===== src/rtl/fhn_pkg.sv =====
// rtl/fhn_pkg.sv - shared constants, FSM states and product reduction for the FHN step scheduler
//
// Purpose: Q1.16 number format width, reset/drive constants, sequencer state
//          enum and the 36-bit to 18-bit product reduction used by the
//          shared multiplier.
// Ports:   none (package)

package fhn_pkg;

   localparam int Q_W = 18;

   localparam logic signed [Q_W-1:0] V_RESET = 18'h3_2148;
   localparam logic signed [Q_W-1:0] W_RESET = 18'h3_C9BB;
   localparam logic signed [Q_W-1:0] C_TONIC = 18'h0_2999;
   localparam logic signed [Q_W-1:0] C_BURST = 18'h0_5999;
   localparam logic signed [Q_W-1:0] ACT_AMP = 18'h0_5999;

   typedef enum logic [2:0] {
      ST_IDLE,
      ST_SNAP,
      ST_M1,
      ST_M2,
      ST_UPD,
      ST_DONE
   } fhn_state_t;

   // Keep the product sign and the 17 bits just above the Q16 binary point.
   function automatic logic signed [Q_W-1:0] q16_reduce(input logic signed [2*Q_W-1:0] p);
      return {p[35], p[32:16]};
   endfunction

endpackage


===== src/rtl/fhn_mult_q16.sv =====
// rtl/fhn_mult_q16.sv - registered signed 18x18 Q1.16 multiplier with reduction
//
// Purpose: one-cycle-latency signed multiply; the reduced product of the
//          operands presented in cycle t is on p in cycle t+1.
// Ports:   CLOCK_50  in   clock, rising edge
//          clear_n   in   synchronous active-low clear of the output register
//          a, b      in   Q1.16 signed operands
//          p         out  registered reduced product, Q1.16 signed

module fhn_mult_q16
   import fhn_pkg::*;
(
   input  logic                  CLOCK_50,
   input  logic                  clear_n,
   input  logic signed [Q_W-1:0] a,
   input  logic signed [Q_W-1:0] b,
   output logic signed [Q_W-1:0] p
);

   logic signed [2*Q_W-1:0] full;

   assign full = a * b;

   always_ff @(posedge CLOCK_50) begin
      if (!clear_n) begin
         p <= '0;
      end else begin
         p <= q16_reduce(full);
      end
   end

endmodule


===== src/rtl/fhn_step_scheduler.sv =====
// rtl/fhn_step_scheduler.sv - time-multiplexed FitzHugh-Nagumo ring step sequencer
//
// Purpose: every PERIOD cycles, snapshot firing flags and walk N neurons
//          through two shared multiplies and one state write-back each.
// Ports:   CLOCK_50    in   clock, rising edge
//          KEY[0]      in   synchronous active-low reset
//          KEY[1]      in   high = tonic drive, low = burst drive (sampled at SNAP)
//          v_bus       out  membrane potentials, neuron i at [18i+17:18i]
//          w_bus       out  recovery variables, same packing
//          active      out  firing flags latched at step start
//          busy        out  high from SNAP through the last UPD
//          step_done   out  one-cycle pulse after the last neuron is written
//          step_count  out  completed steps, wrapping 16-bit counter

module fhn_step_scheduler
   import fhn_pkg::*;
#(
   parameter int N      = 2,
   parameter int PERIOD = 16
)
(
   input  logic              CLOCK_50,
   input  logic [1:0]        KEY,
   output logic [Q_W*N-1:0]  v_bus,
   output logic [Q_W*N-1:0]  w_bus,
   output logic [N-1:0]      active,
   output logic              busy,
   output logic              step_done,
   output logic [15:0]       step_count
);

   if (N < 2) begin : g_bad_n
      $error("fhn_step_scheduler: N must be at least 2");
   end
   if (PERIOD < 3 * N + 2) begin : g_bad_period
      $error("fhn_step_scheduler: PERIOD must be at least 3*N+2");
   end

   localparam int IDX_W = $clog2(N);
   localparam int DIV_W = $clog2(PERIOD);
   localparam logic [IDX_W-1:0] LAST_IDX = IDX_W'(N - 1);
   localparam logic [DIV_W-1:0] DIV_MAX  = DIV_W'(PERIOD - 1);

   fhn_state_t state_q;
   fhn_state_t state_d;
   fhn_state_t phase;

   logic [DIV_W-1:0]      div_q;
   logic [IDX_W-1:0]      idx_q;
   logic [IDX_W-1:0]      pred_idx;
   logic                  last;
   logic signed [Q_W-1:0] v_mem [N];
   logic signed [Q_W-1:0] w_mem [N];
   logic signed [Q_W-1:0] c_q;
   logic [N-1:0]          active_q;
   logic [15:0]           count_q;

   logic signed [Q_W-1:0] v_cur;
   logic signed [Q_W-1:0] w_cur;
   logic signed [Q_W-1:0] v_half;
   logic signed [Q_W-1:0] mul_a;
   logic signed [Q_W-1:0] mul_p;
   logic signed [Q_W-1:0] a_term;
   logic signed [Q_W-1:0] dv;
   logic signed [Q_W-1:0] dw;
   logic signed [Q_W-1:0] v_new;
   logic signed [Q_W-1:0] w_new;

   // The SNAP cycle is the idle cycle in which the divider reads zero, so a
   // step starts in the very first cycle out of reset and PERIOD = 3N+2 fits.
   always_comb begin
      phase = state_q;
      if (state_q == ST_IDLE && div_q == '0 && KEY[0]) begin
         phase = ST_SNAP;
      end
   end

   always_ff @(posedge CLOCK_50) begin
      if (!KEY[0]) begin
         state_q <= ST_IDLE;
      end else begin
         state_q <= state_d;
      end
   end

   always_comb begin
      state_d   = state_q;
      busy      = 1'b0;
      step_done = 1'b0;
      case (phase)
         ST_SNAP: begin
            busy    = 1'b1;
            state_d = ST_M1;
         end
         ST_M1: begin
            busy    = 1'b1;
            state_d = ST_M2;
         end
         ST_M2: begin
            busy    = 1'b1;
            state_d = ST_UPD;
         end
         ST_UPD: begin
            busy    = 1'b1;
            state_d = last ? ST_DONE : ST_M1;
         end
         ST_DONE: begin
            step_done = 1'b1;
            state_d   = ST_IDLE;
         end
         default: begin
            state_d = ST_IDLE;
         end
      endcase
   end

   // Datapath for the neuron currently addressed by idx_q.
   assign last     = (idx_q == LAST_IDX);
   assign pred_idx = (idx_q == '0) ? LAST_IDX : idx_q - 1'b1;
   assign v_cur    = v_mem[idx_q];
   assign w_cur    = w_mem[idx_q];
   assign v_half   = v_cur >>> 1;

   // M1 squares v against v/2; M2 feeds the fresh v2 back in for v3.
   assign mul_a    = (phase == ST_M2) ? mul_p : v_cur;

   // Coupling reads the flags frozen at SNAP, so visiting order is irrelevant.
   assign a_term   = active_q[pred_idx] ? ACT_AMP : '0;

   // In UPD mul_p holds v3; all sums wrap at 18 bits before shifting.
   assign dv       = (v_cur >>> 2) - mul_p - (w_cur >>> 1) + (c_q >>> 2) - (a_term >>> 2);
   assign v_new    = v_cur + (dv >>> 4);
   assign dw       = v_half - (w_cur >>> 1);
   assign w_new    = w_cur + (dw >>> 9);

   fhn_mult_q16 u_mult (
      .CLOCK_50 (CLOCK_50),
      .clear_n  (KEY[0]),
      .a        (mul_a),
      .b        (v_half),
      .p        (mul_p)
   );

   always_ff @(posedge CLOCK_50) begin
      if (!KEY[0]) begin
         div_q    <= '0;
         idx_q    <= '0;
         c_q      <= '0;
         active_q <= '0;
         count_q  <= '0;
         for (int i = 0; i < N; i++) begin
            v_mem[i] <= V_RESET;
            w_mem[i] <= W_RESET;
         end
      end else begin
         div_q <= (div_q == DIV_MAX) ? '0 : div_q + 1'b1;
         case (phase)
            ST_SNAP: begin
               for (int i = 0; i < N; i++) begin
                  active_q[i] <= v_mem[i][Q_W-1] & v_mem[i][Q_W-2];
               end
               c_q   <= KEY[1] ? C_TONIC : C_BURST;
               idx_q <= '0;
            end
            ST_UPD: begin
               v_mem[idx_q] <= v_new;
               w_mem[idx_q] <= w_new;
               if (last) begin
                  // Count lands together with DONE so consumers see it on step_done.
                  count_q <= count_q + 16'd1;
               end else begin
                  idx_q <= idx_q + 1'b1;
               end
            end
            default: begin
            end
         endcase
      end
   end

   for (genvar g = 0; g < N; g++) begin : g_pack
      assign v_bus[Q_W*g +: Q_W] = v_mem[g];
      assign w_bus[Q_W*g +: Q_W] = w_mem[g];
   end

   assign active     = active_q;
   assign step_count = count_q;

endmodule


===== config.mk =====
export PLATFORM = sky130hd
export DESIGN_NAME = fhn_step_scheduler
export DESIGN_NICKNAME = d
export VERILOG_FILES = /design/src/rtl/fhn_pkg.sv /design/src/rtl/fhn_mult_q16.sv /design/src/rtl/fhn_step_scheduler.sv
export SDC_FILE = /design/constraint.sdc
export NUM_CORES = 1
export LEC_CHECK = 0
export CAP_MARGIN = 20
export CORE_ASPECT_RATIO = 0.75
export CORE_MARGIN = 3
export CORE_UTILIZATION = 25
export CTS_BUF_LIST = sky130_fd_sc_hd__clkbuf_16
export DETAILED_ROUTE_END_ITERATION = 8
export SYNTH_ARGS = -nofsm -noshare
export SYNTH_HDL_FRONTEND = slang
export SYNTH_SLANG_ARGS = --single-unit

===== constraint.sdc =====
create_clock -name CLOCK_50 -period 11.95 [get_ports CLOCK_50]
set_input_delay 2.9875 -clock CLOCK_50 [delete_from_list [all_inputs] [get_ports CLOCK_50]]
set_output_delay 2.9875 -clock CLOCK_50 [all_outputs]
set_load 0.02 [all_outputs]

Word-level counts from Yosys, hierarchy flattened
Memory sizes are Yosys's and may differ from the RTL's. A register that Yosys moved wholly into a read port is not among the register bits.
Cells that the tools add are included.
- RAM bits: 72
- logic and storage cells: 68
- input bits: 3
- flip-flop bits (word level): 59
- memories: 2
- memory list (name ; depth ; width ; rd ports ; clocked after Yosys merged registers in ; write ports ; RTL line ; source):
    v_mem ; 2 ; 18 ; 3 ; 1 ; 2 ; fhn_step_scheduler.sv:52 ; logic signed [Q_W-1:0] v_mem [N];
    w_mem ; 2 ; 18 ; 3 ; 1 ; 2 ; fhn_step_scheduler.sv:53 ; logic signed [Q_W-1:0] w_mem [N];
- bitwise operators: 3
- reduce and logical (&&, ||, !) cells: 10
- magnitude comparators: 1
- eq/ne operators: 6
- muxes and demuxes: 27
- multipliers: 1
- add/sub/neg operators: 11
- operators with widths (kind ; number):
    two-way mux 18 bit ; 3
    adder 18 x 14 -> 18 bit ; 2
    OR reduction 18 bit ; 2
    multiplier 18 x 17 -> 35 bit ; 1
    two-way mux 15 bit ; 2
    adder 18 x 9 -> 18 bit ; 1
    two-way mux 1 bit ; 18
    subtractor 16 x 18 -> 18 bit ; 1
    subtractor 17 x 17 -> 18 bit ; 1
    subtractor 18 x 14 -> 18 bit ; 1
    subtractor 18 x 17 -> 18 bit ; 1
    adder 16 x 1 -> 16 bit, second input constant ; 1
    one-hot mux 3 bit (4 select lines) ; 1
    == test 3 x 2 -> 1 bit, second input constant ; 2
    == test 3 bit, second input constant ; 2
    two-way mux 3 bit ; 2
    adder 4 x 1 -> 4 bit, second input constant ; 1
    == test 4 bit, second input constant ; 1
    logical NOT 4 bit ; 1
    OR reduction 4 bit ; 1
    == test 3 x 1 -> 1 bit, second input constant ; 1
    logical NOT 3 bit ; 1
    AND 1 bit ; 2
    logical AND 1 bit ; 2
    other kinds (8) ; 8

Longest topological paths before layout
Gate-level depths: netlist of run 1.
- depth in word-level cells: 10
- depth in mapped cells: 28
- depth with buffers taken out: 25

By module
A second synthesis of run 1 with hierarchy kept.
- cell total of the unflattened synthesis: 2193
- area total of the unflattened synthesis: 20389.6 µm²
- by module, submodules not included (module ; area an instance (µm²) ; instances ; cells an instance):
    fhn_mult_q16 ; 12072.8 ; 1 ; 1307
    fhn_step_scheduler ; 8316.7 ; 1 ; 886

Least setup slack after synthesis of run 1
OpenSTA, ideal clock, no wires.
- path type: reg2reg
- start: reg with a tool-made name
- end: reg u_mult.p[16]
- data required time: 11.823 ns
- data arrival time: 7.449 ns
- library setup time: 0.127 ns
- path buffers: 3
- cell stages (with the launch flop): 25
- setup slack: 4.374 ns
- cell sequence: dfxtp_1 > buf_6 > clkbuf_1 > buf_1 > mux2i_1 > a21oi_1 > nand2_1 > fa_1 > fa_1 > fa_1 > inv_1 > fa_1 > fa_1 > inv_1 > fa_1 > inv_1 > ha_1 > nand3_1 > or4_1 > o22a_1 > o21ai_1 > a31oi_1 > o31ai_1 > a2111oi_0 > or3b_1
- RTL lines (what ; RTL line ; source):
    to (signal assigned) ; fhn_mult_q16.sv:28 ; p <= q16_reduce(full);
    to (decl) ; fhn_mult_q16.sv:17 ; output logic signed [Q_W-1:0] p

==> summary.md, run 1 <==
| Metric | Value |
|---|---|
| Status | `finished, final reports clean` |
| Reg2reg path depth | `24` |
| Ratio of cells with drive above 1 in the final layout | `3.93%` |
| Syn_area_per_cell | `9.23 µm²` |
| Via density | `4.58` |
| Worst-margin pin slew | `between 1 and 1.5 ns` |
| Setup TNS | `0 ns` |
| DR pass1 iterations | `5` |
| Hold_buf cts | `0` |
| Yosys warning count | `0` |
| Die W | `327 µm` |
| Synth async-reset ratio | `0%` |
| Placed Instance Area | `about 0.022 mm²` |
| Worst Path Arrival | `9.38 ns` |
| FF-to-FF End | `u_mult.p[16]` |
| Synth Net Count | `2609` |
| Min-delay src | `step_count[15]` |
| Clock Path Buffers | `2` |
| Post-synth top flop | `edfxtp_1` |
| Setup bufs post-CTS | `0` |
| Vias in the first global route | `15000` |
| PortBufs | `94` |
| Largest net degree at the start of global routing | `62` |
| Fmax | `111 MHz` |
| All-Layer GR Usage | `14.1%` |
| Die height | `247 µm` |
| MaxCap Viol Count | `0` |
| Nets@finish | `2693` |
| Min Clock Period, post-route | `a little over 9 ns` |
| Min-Delay Path Class | `reg -> reg` |
| Setup slack, reg-to-reg | `2.90 ns` |
| GRT overflow | `0` |
| IO Count | `95` |
| Root Driver | `clkbuf_16` |
| H-tree depth | `4` |
| EDFF count, synth | `just over 70` |
| #FFs+latches synth | `120` |
| Cell Area, Synth | `0.0193 mm²` |
| First-pass GRT wire length | `87700 µm` |
| Die footprint | `0.0807 mm²` |
| Dpl hpwl | `~45000 µm` |
| Post-route antenna net violation count | `0` |
| Cts repair resizes | `0` |
| Initial antenna violation count | `0` |
| Initial drt markers | `~1200` |
| Fillers | `between 8000 and 9000` |
| CP Capture Type | `register` |
| Crit Path Max Fanout | `24` |
| Via count | `14700` |
| CTS buffer count | `17` |
| Seq/Total Area, Yosys | `approximately 16%` |
| CP required | `12.28 ns` |
| Clock Latency Late Sink | `0.45 ns` |
| Dpl ws | `3.12 ns` |
| Setup-failing EPs final | `0` |
| Area Growth Syn to Fin | `14.4%` |
| Synth Instances | `between 2000 and 2500` |
| Max Transition Viols Final | `0` |
| Startpoint Class | `register` |
| Hold Vio Cnt, Final | `0` |
| WL final | `approximately 55000 µm` |
| Setup CP Type | `reg -> reg` |
| Hold Path End | `step_count[15]` |
| Clock Pin Slew Worst Setup and Hold Paths | `about 0.06 ns` |
| Drt wl/cell | `between 15 and 20 µm` |
| PnR worst setup slack | `just under 3 ns` |
| Finished Cell Area | `0.0221 mm²` |
| Period utilization | `75.7%` |
| CTS tree | `done` |
| Initial core utilization | `25.5%` |
| Clock skew | `roughly 0.016 ns` |
| Clock sink count | `120` |
| Placer Congestion | `between 0.9 and 1` |
| Hold Crit Depth | `2` |
| # DRC | `0` |
| RSZ-0062 raised after global routing | `false` |
| Count of cell types in the netlist | `70` |
| Relative slew margins | `22.6%` |
| Num rows | `87` |
| Core area | `between 0.07 and 0.08 mm²` |
cell usage in the layout (no fill, tap or decap), types with 9 or more instances in the layout:
master,instances
o21a_1,19
nand2b_1,21
buf_4,24
nor3_1,19
a21o_1,43
a21oi_1,71
nand3_1,24
fa_1,342
mux2_2,9
nor2_1,268
edfxtp_1,72
mux2i_1,31
a211oi_1,14
clkdlybuf4s50_1,94
nand2_1,204
and3_1,17
inv_1,416
xnor2_1,47
ha_1,170
xor2_1,32
clkbuf_16,20
dfxtp_1,47
a31oi_1,10
o21ai_0,43
synthesized netlist by cell type, drive strengths merged (4+ instances only):
library cell,count,area [µm²]
or3,9,61.3
nand2,206,773
nor3,19,95.1
a211oi,14,105
dfxtp,48,961
xnor2,47,412
clkbuf,46,173
inv,419,1570
o31ai,7,52.6
nor4,4,25.0
nand3b,4,30.0
fa,342,6850
or4,4,33.8
and3,17,106
nand3,24,120
o21a,19,143
edfxtp,72,2160
mux2i,34,344
nor2,268,1010
xor2,32,280
mux2,9,101
nand4,4,25.0
and2,8,50.1
a31o,5,43.8
o21bai,8,60.1
nand2b,21,131
a31oi,10,62.6
a21o,43,323
ha,170,2130
buf,7,33.8
o21ai,51,255
a21oi,71,355
flip-flops by register name (all words and copies together), names as in the netlist, named ones only:
signal      flops
w_mem          36
active          2
c_q             3
idx_q           1
state_q         3
div_q           4
v_mem          36
step_count     16
u_mult.p       18
logic make-up (layout without fill, tap and decap cells):
logic type / Yosys count / count (layout) / synth area share (%)
AND/OR/NAND/NOR: 604 / 604 / 13.4
other: 0 / 1 / 0
XOR/XNOR: 80 / 80 / 3.70
adder cells (fa/ha/maj): 512 / 512 / 46.4
AO/OA/AOI/OAI: 260 / 260 / 8.79
flip-flops: 120 / 120 / 16.2
multiplexers: 43 / 43 / 2.30
buffers and inverters: 475 / 572 / 9.26
critical path, stage by stage, from the launching register on:
cell and delay [ns]:
dfxtp_2 0.63, buf_4 0.48, mux2i_1 0.75, nand2_1 0.16, o21ai_1 0.58, nor2_1 0.15
fa_1 0.57, inv_1 0.05, fa_1 0.45, fa_1 0.51, inv_1 0.05, fa_1 0.49
fa_1 0.49, inv_1 0.05, fa_1 0.47, inv_1 0.04, ha_1 0.28, nand3_1 0.11
or4_1 0.51, o22a_1 0.23, o21ai_1 0.30, a31oi_1 0.37, o31ai_1 0.61, a2111oi_0 0.20
or3b_1 0.38
metal layers:
layer / share of wire, % / vias to the layer above / track usage [%]
li1: - / 6772 / -
met1: 47 / 7362 / 20.3
met2: 42 / 545 / 20.7
met3: 9.7 / 59 / 4.21
met4: 1.6 / 0 / 3.05
met5: 0 / - / 0
worst max path at each step:
stage / end / slack, ns / cells after the start
3_5_place_dp: u_mult.p[16] / 3.12 / 24
5_1_grt: u_mult.p[16] / 2.49 / 24
4_1_cts: u_mult.p[16] / 3.06 / 24
2_1_floorplan: u_mult.p[16] / 4.37 / 24
6_report: u_mult.p[16] / 2.90 / 24
3_3_place_gp: u_mult.p[16] / 3.29 / 24
area by class of cell:
| type | instances | area, µm² | area share [%] |
|---|---|---|---|
| clock buffers | 20 | 500 | 2.26 |
| flip-flops and latches | 120 | 3120 | 14.1 |
| well taps | 1023 | 1280 | 5.79 |
| repair buffers | 118 | 1120 | 5.07 |
| inverters | 422 | 1580 | 7.16 |
| multi-input cells | 1499 | 14400 | 65.2 |
| clock inverters | 12 | 80.1 | 0.362 |
| diodes | 1 | 2.50 | 0.0113 |
metrics by stage:
stage,util (%),hold slack [ns],instances
2_1_floorplan,-,0.460,2094
6_report,29.2,0.502,3215
3_3_place_gp,28.4,0.479,3182
5_1_grt,29.1,0.533,3214
3_5_place_dp,28.4,0.488,3182
4_1_cts,29.1,0.500,3214
Power of run 1 is not shown: default switching activity piles up to over one toggle a cycle in this logic, so the estimate is an artifact.
==> run 2, diff against run 1 <==
==> constraint.sdc (replaced) <==
create_clock -name CLOCK_50 -period 7.3 [get_ports CLOCK_50]
set_input_delay 1.825 -clock CLOCK_50 [delete_from_list [all_inputs] [get_ports CLOCK_50]]
set_output_delay 1.825 -clock CLOCK_50 [all_outputs]
set_load 0.02 [all_outputs]
==> run 2 against run 1 <==
  * Maximum frequency is 29% higher
  * Hold slack worse by 0.010 ns
  * Wire length is 8.1% higher
  * Critical path type unchanged
==> summary.md, run 2 (synthesis gave the netlist of run 1 again) <==
| Metric | Value |
|---|---|
| CTS tree | `done` |
| Die height | `247 µm (unchanged)` |
| Startpoint Class | `register` |
| Clock Path Buffers | `2 (unchanged)` |
| Fmax | `142 MHz (+29%)` |
| GRT overflow | `0 (unchanged)` |
| Initial antenna violation count | `0 (unchanged)` |
| Die footprint | `0.0807 mm² (unchanged)` |
| Core area | `0.0759 mm² (unchanged)` |
| Max Transition Viols Final | `0 (unchanged)` |
| Nets@finish | `2837 (+5.3%)` |
| Clock Latency Late Sink | `0.45 ns (about the same)` |
| RSZ-0062 raised after global routing | `true` |
| IO Count | `95 (unchanged)` |
| Post-route antenna net violation count | `0 (unchanged)` |
| MaxCap Viol Count | `0 (unchanged)` |
| Met1 Resource Use GR | `21.7% (+1.5 points)` |
| Setup slack, reg-to-reg | `0.28 ns (-2.62 ns)` |
| First-pass GRT wire length | `92100 µm (+5.1%)` |
| PnR worst setup slack | `0.281 ns (-2.62 ns)` |
| GR Util met2 | `21.8% (+1.0 points)` |
| Via count | `15500 (+4.9%)` |
| Worst-margin pin slew | `1.14 ns (-0.0172 ns)` |
| Largest net degree at the start of global routing | `40 (-35%)` |
| All-Layer GR Usage | `14.9% (+0.83 points)` |
| CP Capture Type | `register` |
| Most Crowded Layer GR | `met2` |
| Dpl ws | `0.0631 ns (-3.06 ns)` |
| Initial drt markers | `1386 (+14%)` |
| Ratio of cells with drive above 1 in the final layout | `10.6% (+6.7 points)` |
| H-tree depth | `4 (unchanged)` |
| # DRC | `0 (unchanged)` |
| Drt wl/cell | `17.6 µm (+3.5%)` |
| Status | `finished, final reports clean` |
| Crit Path Max Fanout | `16 (-33%)` |
| Biggest registers after layout | `v_mem: 36 flops, w_mem: 36 flops, u_mult.p: 18 flops` |
| Vias in the first global route | `15500 (+3.3%)` |
| Commonest cells after routing, fill and taps aside | `inv_1, fa_1, nor2_1` |
| Die W | `327 µm (unchanged)` |
| Setup-failing EPs final | `0 (unchanged)` |
| Period utilization | `96.2% (+20 points)` |
| Placer Congestion | `0.950 (+0.12%)` |
| Hold_buf cts | `0 (unchanged)` |
| Min-Delay Path Class | `reg -> reg` |
| DR pass1 iterations | `5 (unchanged)` |
| Root Driver | `clkbuf_16` |
| PortBufs | `94 (unchanged)` |
| Worst Path Arrival | `7.39 ns (-1.99 ns)` |
| Via density | `4.60 (+0.36%)` |
| Setup CP Type | `reg -> reg` |
| Num rows | `87 (unchanged)` |
| Met3 GRT Util | `4.74% (+0.54 points)` |
| Hold Vio Cnt, Final | `0 (unchanged)` |
| Area Growth Syn to Fin | `20.8%` |
| CP required | `7.67 ns (-4.61 ns)` |
| Clock sink count | `120 (unchanged)` |
| Initial core utilization | `25.5% (unchanged)` |
| Commonest non-fill, non-tap cell in the layout | `inv_1` |
| Min Clock Period, post-route | `7.02 ns (-2.03 ns)` |
| Dpl hpwl | `49800 µm (+9.8%)` |
| CTS buffer count | `17 (unchanged)` |
| Clock skew | `0.0171 ns (+0.00129 ns)` |
| Relative slew margins | `24.1% (+1.5 points)` |
| WL final | `59300 µm (+8.1%)` |
| Clock Pin Slew Worst Setup and Hold Paths | `0.06 ns (about the same)` |
[run 2: cell count changes in the layout (fill, tap and decap cells not counted), sizes merged]
cell / before / now
buf: 24 / 167
clkbuf: 20 / 18
clkinvlp: 1 / 7
clkinv: 8 / 5
[run 2: metrics by stage]
step | instances | setup TNS (ns) | util, % | area [µm²] | hold slack (ns)
6_report | 3359 | 0 | 30.8 | 23300 | 0.492
5_1_grt | 3358 | -0.0720 | 30.8 | 23300 | 0.518
4_1_cts | 3355 | 0 | 30.6 | 23200 | 0.498
3_5_place_dp | 3323 | 0 | 29.9 | 22700 | 0.483
3_3_place_gp | 3323 | 0 | 29.9 | 22700 | 0.478
2_1_floorplan | 2094 | 0 | - | 19300 | 0.460
[run 2: worst max-delay path, cell delays in order (launching register included)]
cell and delay [ns]:
dfxtp_1 0.32, nand3b_1 0.21, buf_12 0.19, buf_12 0.15
buf_12 0.14, nor2_1 0.22, a21o_2 0.22, buf_4 0.18
nor2_1 0.07, fa_1 0.50, fa_1 0.42, ha_1 0.20
fa_1 0.48, inv_1 0.05, fa_1 0.42, inv_1 0.08
fa_1 0.42, ha_1 0.21, or4_1 0.52, a211oi_2 0.23
buf_4 0.16, o22a_1 0.17, o21ai_1 0.16, o41a_1 0.50
o21a_1 0.31, o21ba_2 0.22, nor3_1 0.17
[run 2: layer usage]
layer	routed length [µm]	share of wire, %
met5	0	0
met4	937	1.6
met3	6000	10
met2	24600	42
met1	27700	47
[run 2: final timing paths]
path         startpoint      endpoint  depth (start not counted)
min reg2reg   active[0]     active[0]                          2
max reg2reg  state_q[2]  u_mult.p[12]                         26
max          state_q[2]  u_mult.p[12]                         26
min           active[0]     active[0]                          2
[run 2: timing repair]
item,in CTS,in global routing
resized for setup,0,24
buffers inserted,0,2
endpoints found under the setup margin,0,15
[run 2: cell type report]
| cell class | count | area (µm²) |
|---|---|---|
| multi-input cells | 1499 | 14500 |
| inverters | 422 | 1590 |
| clock buffers | 17 | 425 |
| flip-flops and latches | 120 | 3130 |
| well taps | 1023 | 1280 |
| clock inverters | 15 | 121 |
| repair buffers | 262 | 2290 |
| fillers | 7957 | 52500 |
| diodes | 1 | 2.50 |
Power of run 2 is left out for the same reason.
==> run 3, diff against run 2 <==
--- a/config.mk
+++ b/config.mk
@@ -11,6 +11,7 @@
 export CORE_UTILIZATION = 25
 export CTS_BUF_LIST = sky130_fd_sc_hd__clkbuf_16
 export DETAILED_ROUTE_END_ITERATION = 8
+export SLEW_MARGIN = 30
 export SYNTH_ARGS = -nofsm -noshare
 export SYNTH_HDL_FRONTEND = slang
 export SYNTH_SLANG_ARGS = --single-unit
==> run 3 against run 2 <==
  * Global-route usage barely moved
  * Setup slack lost 0.093 ns
  * Non-clock buffer count down 1
  * Cell area up 0.19%
  * Die area unchanged
  * Clock-buffer cell count stayed put
  * Via count shrank 0.19%
  * Critical endpoint is now u_mult.p[16]
==> summary.md, run 3 (synthesis gave the netlist of run 1 again) <==
| Metric | Value |
|---|---|
| MaxCap Viol Count | `0 (unchanged)` |
| Hold Path End | `step_count[15]` |
| Post-route antenna net violation count | `0 (unchanged)` |
| Setup TNS | `0 ns (unchanged)` |
| Relative slew margins | `42.8% (+19 points)` |
| Setup slack, reg-to-reg | `0.19 ns (-0.09 ns)` |
| Worst Path Arrival | `7.45 ns (+0.06 ns)` |
| Core area | `0.0759 mm² (unchanged)` |
| Reg area | `0.00313 mm² (unchanged)` |
| Reg2reg path depth | `26 (unchanged)` |
| Worst path slowest cell | `fa_2` |
| Fmax | `141 MHz (-1.3%)` |
| Fillers | `7966 (+0.11%)` |
| Multi-input gate area | `0.0145 mm² (+0.13%)` |
| Via count | `15400 (-0.19%)` |
| Clock sink count | `120 (unchanged)` |
| Nets@finish | `2836 (-0.035%)` |
| CTS buffer count | `17 (unchanged)` |
| Vias in the first global route | `15500 (-0.077%)` |
| Ratio of cells with drive above 1 in the final layout | `10.8% (+0.22 points)` |
| Max stage delay on crit path | `0.69 ns (+0.17 ns)` |
| Min-delay src | `step_count[15]` |
| Die height | `247 µm (unchanged)` |
| Dpl ws | `0.0515 ns (-0.0116 ns)` |
| Placed insts | `3323 (unchanged)` |
| Crit Path Max Fanout | `11 (-5)` |
| Placed Instance Area | `0.0227 mm² (about the same)` |
| Via density | `4.59 (-0.13%)` |
| Area Growth Syn to Fin | `21.0%` |
| Die W | `327 µm (unchanged)` |
| Initial drt markers | `1275 (-8.0%)` |
| Layout Cells excl Fill | `3357 (-0.060%)` |
| H-tree depth | `4 (unchanged)` |
| Die footprint | `0.0807 mm² (unchanged)` |
| CTS tree | `done` |
| Biggest registers after layout | `v_mem: 36 flops, w_mem: 36 flops, u_mult.p: 18 flops` |
| IO Count | `95 (unchanged)` |
| FF-to-FF End | `u_mult.p[16]` |
| Worst-margin pin slew | `0.853 ns (-0.282 ns)` |
| Setup-failing EPs final | `0 (unchanged)` |
| Clock skew | `0.0115 ns (-0.00561 ns)` |
| PortBufs | `94 (unchanged)` |
| GRT overflow | `0 (unchanged)` |
| CP Capture Type | `register` |
| Clock Path Buffers | `2 (unchanged)` |
| Placer Congestion | `0.950 (unchanged)` |
| Antenna Cells | `0 (-1)` |
| Clock Latency Late Sink | `0.46 ns (about the same)` |
| Min Clock Period, post-route | `7.11 ns (+0.0933 ns)` |
| Min-Delay Path Class | `reg -> reg` |
| Commonest cells after routing, fill and taps aside | `inv_1, fa_1, nor2_1` |
| Hold Crit Depth | `2 (unchanged)` |
| Status | `finished, final reports clean` |
| Startpoint Class | `register` |
| Largest net degree at the start of global routing | `40 (unchanged)` |
| PnR worst setup slack | `0.188 ns (-0.0933 ns)` |
| Setup CP Type | `reg -> reg` |
| Commonest non-fill, non-tap cell in the layout | `inv_1` |
| First-pass GRT wire length | `92300 µm (+0.18%)` |
| Cell mode on critical path | `fa_1` |
| Root Driver | `clkbuf_16` |
| Clock Pin Slew Worst Setup and Hold Paths | `0.07 ns (about the same)` |
| Finished Cell Area | `0.0234 mm² (+0.19%)` |
| All-Layer GR Usage | `14.9% (about the same)` |
| WL final | `59300 µm (+0.10%)` |
| DR pass1 iterations | `8 (+3)` |
| Period utilization | `97.4% (+1.3 points)` |
| Drt wl/cell | `17.7 µm (+0.16%)` |
| # DRC | `0 (unchanged)` |
| Dpl hpwl | `49800 µm (about the same)` |
| Initial antenna violation count | `0 (unchanged)` |
| Max Transition Viols Final | `0 (unchanged)` |
| Hold Vio Cnt, Final | `0 (unchanged)` |
| Initial core utilization | `25.5% (unchanged)` |
| Num rows | `87 (unchanged)` |
| CP required | `7.64 ns (-0.03 ns)` |
==> run 3: layout make-up <==
class                           instances  share of cell area, %
Clock buffer                           17                   1.82
Clock inverter                         15                  0.674
Inverter                              422                   6.79
Multi-Input combinational cell       1499                   62.1
Sequential cell                       120                   13.4
Tap cell                             1023                   5.47
Timing Repair Buffer                  261                   9.76
==> run 3: per-layer routing <==
| metal | global-route usage (%) | vias to the layer above | part of all wire [%] |
|---|---|---|---|
| met4 | 3.04 | 2 | 1.7 |
| li1 | - | 7059 | - |
| met5 | 0.966 | - | 0.19 |
| met3 | 4.66 | 60 | 10 |
| met1 | 21.6 | 7717 | 46 |
| met2 | 21.7 | 585 | 42 |
==> run 3: how the worst max path moves through the flow <==
stage                   from  slack (ns)  cells past startpoint            to
finish              register        0.19                     26  u_mult.p[16]
global route        register      -0.003                     26  u_mult.p[16]
floorplan           register        0.12                     24  u_mult.p[16]
global placement    register        0.19                     24  u_mult.p[16]
CTS                 register        0.02                     24  u_mult.p[16]
detailed placement  register        0.05                     24  u_mult.p[16]
==> run 3: repair_timing <==
item,CTS,global route
setup buffers,0,2
hold buffers,0,0
setup endpoints to repair,0,16
resized for setup,0,25
==> run 3: metrics by stage <==
step / utilization, % / hold slack (ns)
detailed placement: 29.9 / 0.483
CTS: 30.7 / 0.500
global placement: 29.9 / 0.478
floorplan: - / 0.460
global route: 30.8 / 0.518
finish: 30.8 / 0.496
==> run 3: worst max-delay path, delay by kind of cell, from the launching register on <==
kind,cells,cell delay (ns)
compound gates,6,1.29
fa+ha+maj,7,3.44
buf+inv,8,0.89
flops,1,0.43
mux,1,0.36
simple gates,4,0.56
Power of run 3 is left out for the same reason.
